[src/rtl/uart_rx.sv]
// ============================================================================
// Module   : uart_rx
// Brief    : 8N1 UART receiver with two-flop input synchronizer, mid-bit
//            sampling state machine and a small valid/ready receive FIFO.
// Revision : 1.0 - initial release
// ============================================================================
`default_nettype none

module uart_rx #(
    parameter int CLKS_PER_BIT = 216,
    parameter int FIFO_DEPTH   = 2
) (
    input  logic       clock,
    input  logic       reset,
    input  logic       rx,
    output logic [7:0] data_out,
    output logic       data_valid,
    input  logic       data_ready,
    output logic       frame_error,
    output logic       overrun
);

    localparam int CNT_W = $clog2(CLKS_PER_BIT + 1);
    localparam int DEPTH = 2 ** FIFO_DEPTH;

    localparam logic [CNT_W-1:0] c_term = CNT_W'(CLKS_PER_BIT);
    localparam logic [CNT_W-1:0] c_half = CNT_W'(CLKS_PER_BIT / 2);

    localparam logic [2:0] c_idle  = 3'd0;
    localparam logic [2:0] c_start = 3'd1;
    localparam logic [2:0] c_data  = 3'd2;
    localparam logic [2:0] c_stop  = 3'd3;
    localparam logic [2:0] c_break = 3'd4;

    // ------------------------------------------------------------------------
    // Input synchronizer (idle-high line, so both flops reset to 1)
    // ------------------------------------------------------------------------
    logic r_rx_meta;
    logic r_rxs;

    always_ff @(posedge clock) begin
        if (reset) begin
            r_rx_meta <= 1'b1;
            r_rxs     <= 1'b1;
        end else begin
            r_rx_meta <= rx;
            r_rxs     <= r_rx_meta;
        end
    end

    // ------------------------------------------------------------------------
    // Receive state machine
    // ------------------------------------------------------------------------
    logic [2:0]       r_state;
    logic [CNT_W-1:0] r_cnt;
    logic [2:0]       r_bit_idx;
    logic [7:0]       r_shift;
    logic             r_frame_error;
    logic             r_overrun;

    logic [2:0]       w_state_next;
    logic [CNT_W-1:0] w_cnt_next;
    logic             w_tick;
    logic             w_shift_en;
    logic             w_bit_clr;
    logic             w_push_req;
    logic             w_frame_err;

    always_comb begin
        w_state_next = r_state;
        w_shift_en   = 1'b0;
        w_bit_clr    = 1'b0;
        w_push_req   = 1'b0;
        w_frame_err  = 1'b0;
        w_tick       = (r_cnt == c_term);

        case (r_state)
            c_idle: begin
                if (!r_rxs) begin
                    w_state_next = c_start;
                end
            end
            c_start: begin
                // Re-check the line at mid start bit to reject short glitches
                if (r_cnt == c_half) begin
                    if (!r_rxs) begin
                        w_state_next = c_data;
                        w_bit_clr    = 1'b1;
                    end else begin
                        w_state_next = c_idle;
                    end
                end
            end
            c_data: begin
                if (w_tick) begin
                    w_shift_en = 1'b1;
                    if (r_bit_idx == 3'd7) begin
                        w_state_next = c_stop;
                    end
                end
            end
            c_stop: begin
                if (w_tick) begin
                    if (r_rxs) begin
                        w_push_req   = 1'b1;
                        w_state_next = c_idle;
                    end else begin
                        w_frame_err  = 1'b1;
                        w_state_next = c_break;
                    end
                end
            end
            c_break: begin
                // A held-low line reports once and then waits for idle
                if (r_rxs) begin
                    w_state_next = c_idle;
                end
            end
            default: begin
                w_state_next = c_idle;
            end
        endcase

        if ((w_state_next != r_state) || w_tick) begin
            w_cnt_next = '0;
        end else begin
            w_cnt_next = r_cnt + 1'b1;
        end
    end

    // ------------------------------------------------------------------------
    // Receive FIFO
    // ------------------------------------------------------------------------
    logic [7:0]          r_mem [DEPTH];
    logic [FIFO_DEPTH:0] r_wr_ptr;
    logic [FIFO_DEPTH:0] r_rd_ptr;

    logic w_empty;
    logic w_full;
    logic w_pop;
    logic w_push;

    assign w_empty = (r_wr_ptr == r_rd_ptr);
    assign w_full  = (r_wr_ptr[FIFO_DEPTH] != r_rd_ptr[FIFO_DEPTH]) &&
                     (r_wr_ptr[FIFO_DEPTH-1:0] == r_rd_ptr[FIFO_DEPTH-1:0]);
    assign w_pop   = !w_empty && data_ready;
    // A simultaneous pop frees the slot the new byte needs
    assign w_push  = w_push_req && (!w_full || w_pop);

    always_ff @(posedge clock) begin
        if (reset) begin
            r_state       <= c_idle;
            r_cnt         <= '0;
            r_bit_idx     <= 3'd0;
            r_shift       <= 8'h00;
            r_frame_error <= 1'b0;
            r_overrun     <= 1'b0;
            r_wr_ptr      <= '0;
            r_rd_ptr      <= '0;
        end else begin
            r_state       <= w_state_next;
            r_cnt         <= w_cnt_next;
            r_frame_error <= w_frame_err;
            r_overrun     <= w_push_req && !w_push;

            if (w_bit_clr) begin
                r_bit_idx <= 3'd0;
            end else if (w_shift_en) begin
                r_bit_idx <= r_bit_idx + 3'd1;
            end

            if (w_shift_en) begin
                r_shift <= {r_rxs, r_shift[7:1]};
            end

            if (w_push) begin
                r_wr_ptr <= r_wr_ptr + 1'b1;
            end
            if (w_pop) begin
                r_rd_ptr <= r_rd_ptr + 1'b1;
            end
        end
    end

    always_ff @(posedge clock) begin
        if (w_push) begin
            r_mem[r_wr_ptr[FIFO_DEPTH-1:0]] <= r_shift;
        end
    end

    assign data_out    = r_mem[r_rd_ptr[FIFO_DEPTH-1:0]];
    assign data_valid  = !w_empty;
    assign frame_error = r_frame_error;
    assign overrun     = r_overrun;

endmodule

`default_nettype wire
[config.mk]
export PLATFORM = sky130hd
export DESIGN_NAME = uart_rx
export DESIGN_NICKNAME = d
export VERILOG_FILES = /design/src/rtl/uart_rx.sv
export SDC_FILE = /design/constraint.sdc
export NUM_CORES = 1
export LEC_CHECK = 0
export BUFFER_PORTS_ARGS = -buffer_cell sky130_fd_sc_hd__buf_2
export CAP_MARGIN = 20
export CORE_ASPECT_RATIO = 1.4
export CORE_MARGIN = 2
export CORE_UTILIZATION = 59
export DETAILED_ROUTE_END_ITERATION = 10
export PLACE_DENSITY = 0.86
export SLEW_MARGIN = 20
export SYNTH_ARGS = -nofsm -noshare
export SYNTH_HDL_FRONTEND = slang
export SYNTH_SLANG_ARGS = --single-unit
[constraint.sdc]
create_clock -name clock -period 2.4 [get_ports clock]
set_input_delay 0.36 -clock clock [delete_from_list [all_inputs] [get_ports clock]]
set_output_delay 0.36 -clock clock [all_outputs]
set_load 0.03 [all_outputs]
==> run_results.csv, run 1 <==
group,metric,value,unit
grt,grt_pass1_wl,6.98,mm
route,vias,1570,
hold_path,hold_path.class,"input pin to flop",
hold_path,min_to,"r_rx_meta",
critical_path,critPathMaxStageDelay,0.65,ns
cts,post_cts_buffers,0,
grt,grt_max_degree,25,
power_and_ir_drop,p_comb_share,1.6,%
final_layout,layoutNonFillerInstCount,288,
grt,grt_util_all_layers,18.8,%
cts,htreeDepth,3,
sta,fin_crit_sh,87.3,%
final_layout,multi_input_area,977,um2
sta,whs,0.220,ns
floorplan,pin_count,15,
sta,slew_violations,0,
critical_path,cp_cell_sequence,"mux4_2, buf_2",
status,status,"finished clean",
power_and_ir_drop,vdd_drop_max,0.000617,V
final_layout,final_util,67.3,%
placed_design,portBuffers,14,
synthesis,syn_inst,201,
power_and_ir_drop,p_int,1.66,mW
placed_design,gp_congestion,0.879,
final_layout,diodes,0,
hold_path,hold_path_depth,2,
route,routed_wl,4.10,mm
cts,cts_tree,"done",
grt,gr-total-overflow,0,
sta,setup_viol,0,
critical_path,worstSetupEndpointType,"primary output",
synthesis,synth-seq-cells,66,
route,vias_per_cell,5.45,
cts,clk_pin_slew_worst_paths,0.08,ns
sta,slew_headroom,52.6,%
grt,antenna_found_initial,0,
final_layout,nFillCells,328,
synthesis,post-synth-top-area-fraction,35.9,%
critical_path,cp_max_fo,8,
synthesis,ys_seq_area_share,61.3,%
power_and_ir_drop,p_sw,0.444,mW
synthesis,syn_nets,214,
synthesis,syn_area,2680,um2
critical_path,r2r-end,"r_mem[2][3]",
route,postRouteAntennaNets,0,
power_and_ir_drop,power_frac_clock,42.3,%
final_layout,area_growth,12.3,%
route,drt_iter0_drc,42,
final_layout,most-common-layout-cells,"dfxtp_1, edfxtp_1, nor2_1",
synthesis,yosysUniqueCellTypes,39,
power_and_ir_drop,pwr_density_cell,701,nW/um2
power_and_ir_drop,seqPwrFrac,56.2,%
critical_path,cp.required,2.04,ns
synthesis,syn_area_per_cell,13.3,um2
cts,cts_buffers,9,
route,firstDrtPassIters,4,
floorplan,num_rows,29,
cts,clock_latency,0.33,ns
sta,tns,0,ns
critical_path,reg2reg_depth,5,
critical_path,worstPathArrival,1.73,ns
floorplan,die_w,60.9,um
floorplan,fp.dieH,83.7,um
sta,post-route-min-period,2.09,ns
synthesis,ys_warn_count,0,
critical_path,start_kind,"flop",
critical_path,cpMaxStageDelayCell,"dfxtp_1",
sta,tightest_slew,0.703,ns
power_and_ir_drop,power,2.11,mW
critical_path,critPathKind,"flop to primary output",
critical_path,r2r_start,"r_cnt[0]",
floorplan,die-area,5100,um2
final_layout,final_nets,234,
cts,clkSinkCount,66,
sta,finalHoldViolCount,0,
final_layout,drive_gt1_share,19.0,%
route,wl_per_cell,14.3,um
final_layout,layout.area.seq,1640,um2
route,drc,0,
sta,fin_skew,0.0125,ns
floorplan,core,4460,um2
placed_design,post-dp-hpwl,2.82,mm
power_and_ir_drop,p_leak,1.06,nW
synthesis,synth_top_cell_by_area,"edfxtp_1",
grt,grt_pass1_vias,1532,
run,maxCapViolations,0,
synthesis,synth_area_leaders,"edfxtp_1, dfxtp_1, mux4_2, mux2i_1, ha_1",
placed_design,place_inst,272,
cts,clockBufferDepth,2,
cts,ctsResizeCount,0,
critical_path,rrSetupSlack,0.42,ns
hold_path,min_from,"rx",
cts,cts-root-buf,"clkbuf_8",
sta,fmax,477,MHz
floorplan,start_util,60.0,%
sta,rsz0062_at_grt,"false",
power_and_ir_drop,switching_share,21.1,%
cts,ctsHoldBuffers,0,
final_layout,layout_commonest_cell,"dfxtp_1",
==> kinds of logic after synthesis <==
logic type               after synthesis  share of synthesized area (%)
AO/OA/AOI/OAI                         19                           4.91
multiplexers                          20                           11.2
flip-flops                            66                           61.3
AND/OR/NAND/NOR                       59                           11.9
adder cells (fa/ha/maj)                9                           4.21
buffers and inverters                 15                           2.15
XOR/XNOR                              13                           4.25
==> state kept, by name (all words and copies together), names as in the netlist, 3 cells and up, named ones only <==
| register | flops |
|---|---|
| r_wr_ptr | 3 |
| r_mem | 32 |
| r_cnt | 8 |
| r_bit_idx | 3 |
| r_state | 3 |
| r_rd_ptr | 3 |
| r_shift | 8 |
==> layout make-up <==
cell class | instances | area share, %
Timing Repair Buffer | 16 | 2.83
Tap cell | 62 | 2.58
Clock buffer | 9 | 4.12
Inverter | 8 | 0.999
Clock inverter | 7 | 2.33
Multi-Input combinational cell | 120 | 32.5
Sequential cell | 66 | 54.6
==> power groups by stage <==
stage	registers, mW	clock network [mW]	logic (mW)
global placement	1.21	0	0.0315
global route	1.18	0.949	0.0385
finish	1.18	0.891	0.0331
detailed placement	1.21	0	0.0334
CTS	1.18	0.909	0.0336
floorplan	1.21	0	0.0251
==> how the worst max path moves through the flow <==
stage | cells after the start | start | slack, ns | to
4_1_cts | 2 | flop | 0.24 | data_out[7]
2_1_floorplan | 6 | r_cnt[0] | 0.21 | r_mem[3][0]
5_1_grt | 2 | flop | 0.18 | data_out[7]
3_3_place_gp | 5 | r_cnt[0] | 0.51 | r_mem[1][1]
3_5_place_dp | 5 | r_cnt[0] | 0.44 | r_mem[1][1]
6_report | 2 | flop | 0.31 | data_out[7]
==> routing by layer <==
layer	up-vias	routed length (um)	track usage (%)
met5	-	0	0
met4	0	74	8.30
met3	6	104	5.58
met2	20	2280	31.4
met1	758	1650	21.4
li1	786	-	-
==> worst max-delay path: cells and delay by family (launching register included) <==
kind | cells | cell delay [ns]
buf+inv | 1 | 0.19
flops | 1 | 0.65
mux | 1 | 0.57
==> cells in the mapped netlist <==
cell type	n
and3_1	4
o221ai_1	1
ha_1	9
or4_1	2
nor2_1	25
dfxtp_1	34
a21oi_1	4
or2_2	2
nor4_1	1
edfxtp_1	32
nor4_2	1
nor3_1	4
a211oi_1	2
nor4bb_1	2
nand4b_1	1
mux2i_1	12
a2111oi_0	1
o21ai_0	3
a31oi_1	1
xor2_1	8
buf_1	1
or3_1	3
nand4bb_1	1
nand4_2	1
nor4b_1	1
o31ai_1	2
inv_1	8
xnor2_1	5
nand2_1	3
o31a_1	1
o41a_1	1
nand2b_1	2
o311ai_0	1
nand3_1	6
clkbuf_1	5
o41ai_1	1
o21ai_1	1
mux4_2	8
buf_2	1
==> stage by stage <==
stage | instance area [um2] | setup WS [ns]
after CTS | 3010 | 0.245
after global routing | 3010 | 0.178
after floorplan | 2680 | 0.206
after global placement | 2810 | 0.506
after detailed placement | 2810 | 0.436
final | 3010 | 0.306
(Power assumes the default switching activity.)
==> run 2, diff against run 1 <==
- BUFFER_PORTS_ARGS: -buffer_cell sky130_fd_sc_hd__buf_2 -> -buffer_cell sky130_fd_sc_hd__buf_4
==> run_results.csv, run 2 (same netlist as run 1, synthesis figures left out) <==
group,metric,value,unit
grt,grt_util_all_layers,19.3,%
route,drc,0,
hold_path,min_to,"r_rx_meta",
critical_path,rrSetupSlack,0.35,ns
floorplan,fp.dieH,83.7,um
critical_path,worstPathArrival,1.76,ns
cts,cts_tree,"done",
power_and_ir_drop,power,2.25,mW
sta,tns,0,ns
critical_path,cp_max_fo,8,
placed_design,gp_congestion,0.875,
final_layout,most-common-layout-cells,"dfxtp_1, edfxtp_1, nor2_1",
cts,ctsResizeCount,0,
cts,clockBufferDepth,2,
final_layout,layout_commonest_cell,"dfxtp_1",
sta,tightest_slew,0.755,ns
final_layout,layoutNonFillerInstCount,288,
placed_design,placed_area,2850,um2
critical_path,worstSetupEndpointType,"primary output",
critical_path,start_kind,"flop",
route,drt_iter0_drc,31,
cts,clock_latency,0.34,ns
hold_path,min_from,"rx",
sta,fin_crit_sh,88.3,%
cts,cts_buffers,9,
sta,worst_slack,0.282,ns
grt,grt_pass1_wl,7.08,mm
sta,rsz0062_at_grt,"false",
sta,slew_violations,0,
placed_design,place_inst,272,
route,wl_per_cell,14.6,um
critical_path,cp.required,2.04,ns
grt,grt_max_degree,25,
cts,clkSinkCount,66,
floorplan,core,4460,um2
final_layout,stdcell_area,3070,um2
cts,htreeDepth,3,
final_layout,final_nets,234,
final_layout,largest_register_ffs,32,
final_layout,final_util,68.8,%
power_and_ir_drop,pwr_density_cell,731,nW/um2
floorplan,num_rows,29,
placed_design,portBuffers,14,
sta,whs,0.207,ns
floorplan,die-area,5100,um2
sta,fin_skew,0.00677,ns
final_layout,drive_gt1_share,19.5,%
grt,gr-total-overflow,0,
sta,slew_headroom,49.0,%
placed_design,post-dp-hpwl,2.86,mm
route,firstDrtPassIters,4,
floorplan,start_util,60.0,%
critical_path,critPathKind,"flop to primary output",
route,vias_per_cell,5.50,
cts,cts-root-buf,"clkbuf_8",
power_and_ir_drop,vdd_drop_max,0.000538,V
sta,finalHoldViolCount,0,
route,vias,1584,
grt,grt_pass1_vias,1569,
sta,setup_viol,0,
cts,ctsHoldBuffers,0,
final_layout,diodes,0,
sta,fmax,472,MHz
run,maxCapViolations,0,
grt,antenna_found_initial,0,
critical_path,reg2reg_depth,5,
final_layout,area_growth,14.8,%
cts,post_cts_buffers,0,
cts,clk_pin_slew_worst_paths,0.07,ns
placed_design,place_ws,0.459,ns
floorplan,die_w,60.9,um
power_and_ir_drop,p_leak,1.09,nW
status,status,"finished clean",
route,postRouteAntennaNets,0,
critical_path,r2r_start,"r_cnt[0]",
sta,post-route-min-period,2.12,ns
floorplan,pin_count,15,
route,routed_wl,4.20,mm
critical_path,r2r-end,"r_mem[1][3]",
hold_path,hold_path_depth,2,
hold_path,hold_path.class,"input pin to flop",
## run 2: cell count changes in the layout (fill, tap and decap cells not counted)
cell	delta
buf_2	-14
buf_4	+14
inv_6	+2
bufinv_16	+1
clkinv_1	-1
clkinv_2	-1
clkinvlp_4	-1
## run 2: layer usage
layer / wire, um / GRT usage [%]
met4: 102 / 10.1
met1: 1640 / 20.5
met3: 133 / 6.20
met2: 2320 / 32.6
met5: 0 / 0
## run 2: final cells by class
cell class	count	area, um2
multi-input combinational	120	977
clock inverter	7	101
tap	62	77.6
fill	323	1390
sequential	66	1640
clock buffer	9	124
inverter	8	30.0
timing repair buffer	16	120
## run 2: critical path, stage by stage (launching register included)
cell	delay [ns]
dfxtp_1	0.65
mux4_2	0.58
buf_4	0.18
## run 2: power breakdown
part	internal, mW	switching, mW
Clock	0.593	0.436
Combinational	0.0141	0.0195
Sequential	1.18	0.00782
Total	1.78	0.463
## run 2: how the worst max path moves through the flow
stage | cells after the start | to | start | slack [ns]
final | 2 | data_out[7] | flop | 0.28
after detailed placement | 5 | r_mem[0][2] | r_cnt[0] | 0.46
after global placement | 5 | r_mem[1][2] | r_cnt[0] | 0.51
after CTS | 2 | data_out[7] | flop | 0.23
after floorplan | 6 | r_mem[3][0] | r_cnt[0] | 0.21
after global routing | 2 | data_out[7] | flop | 0.15
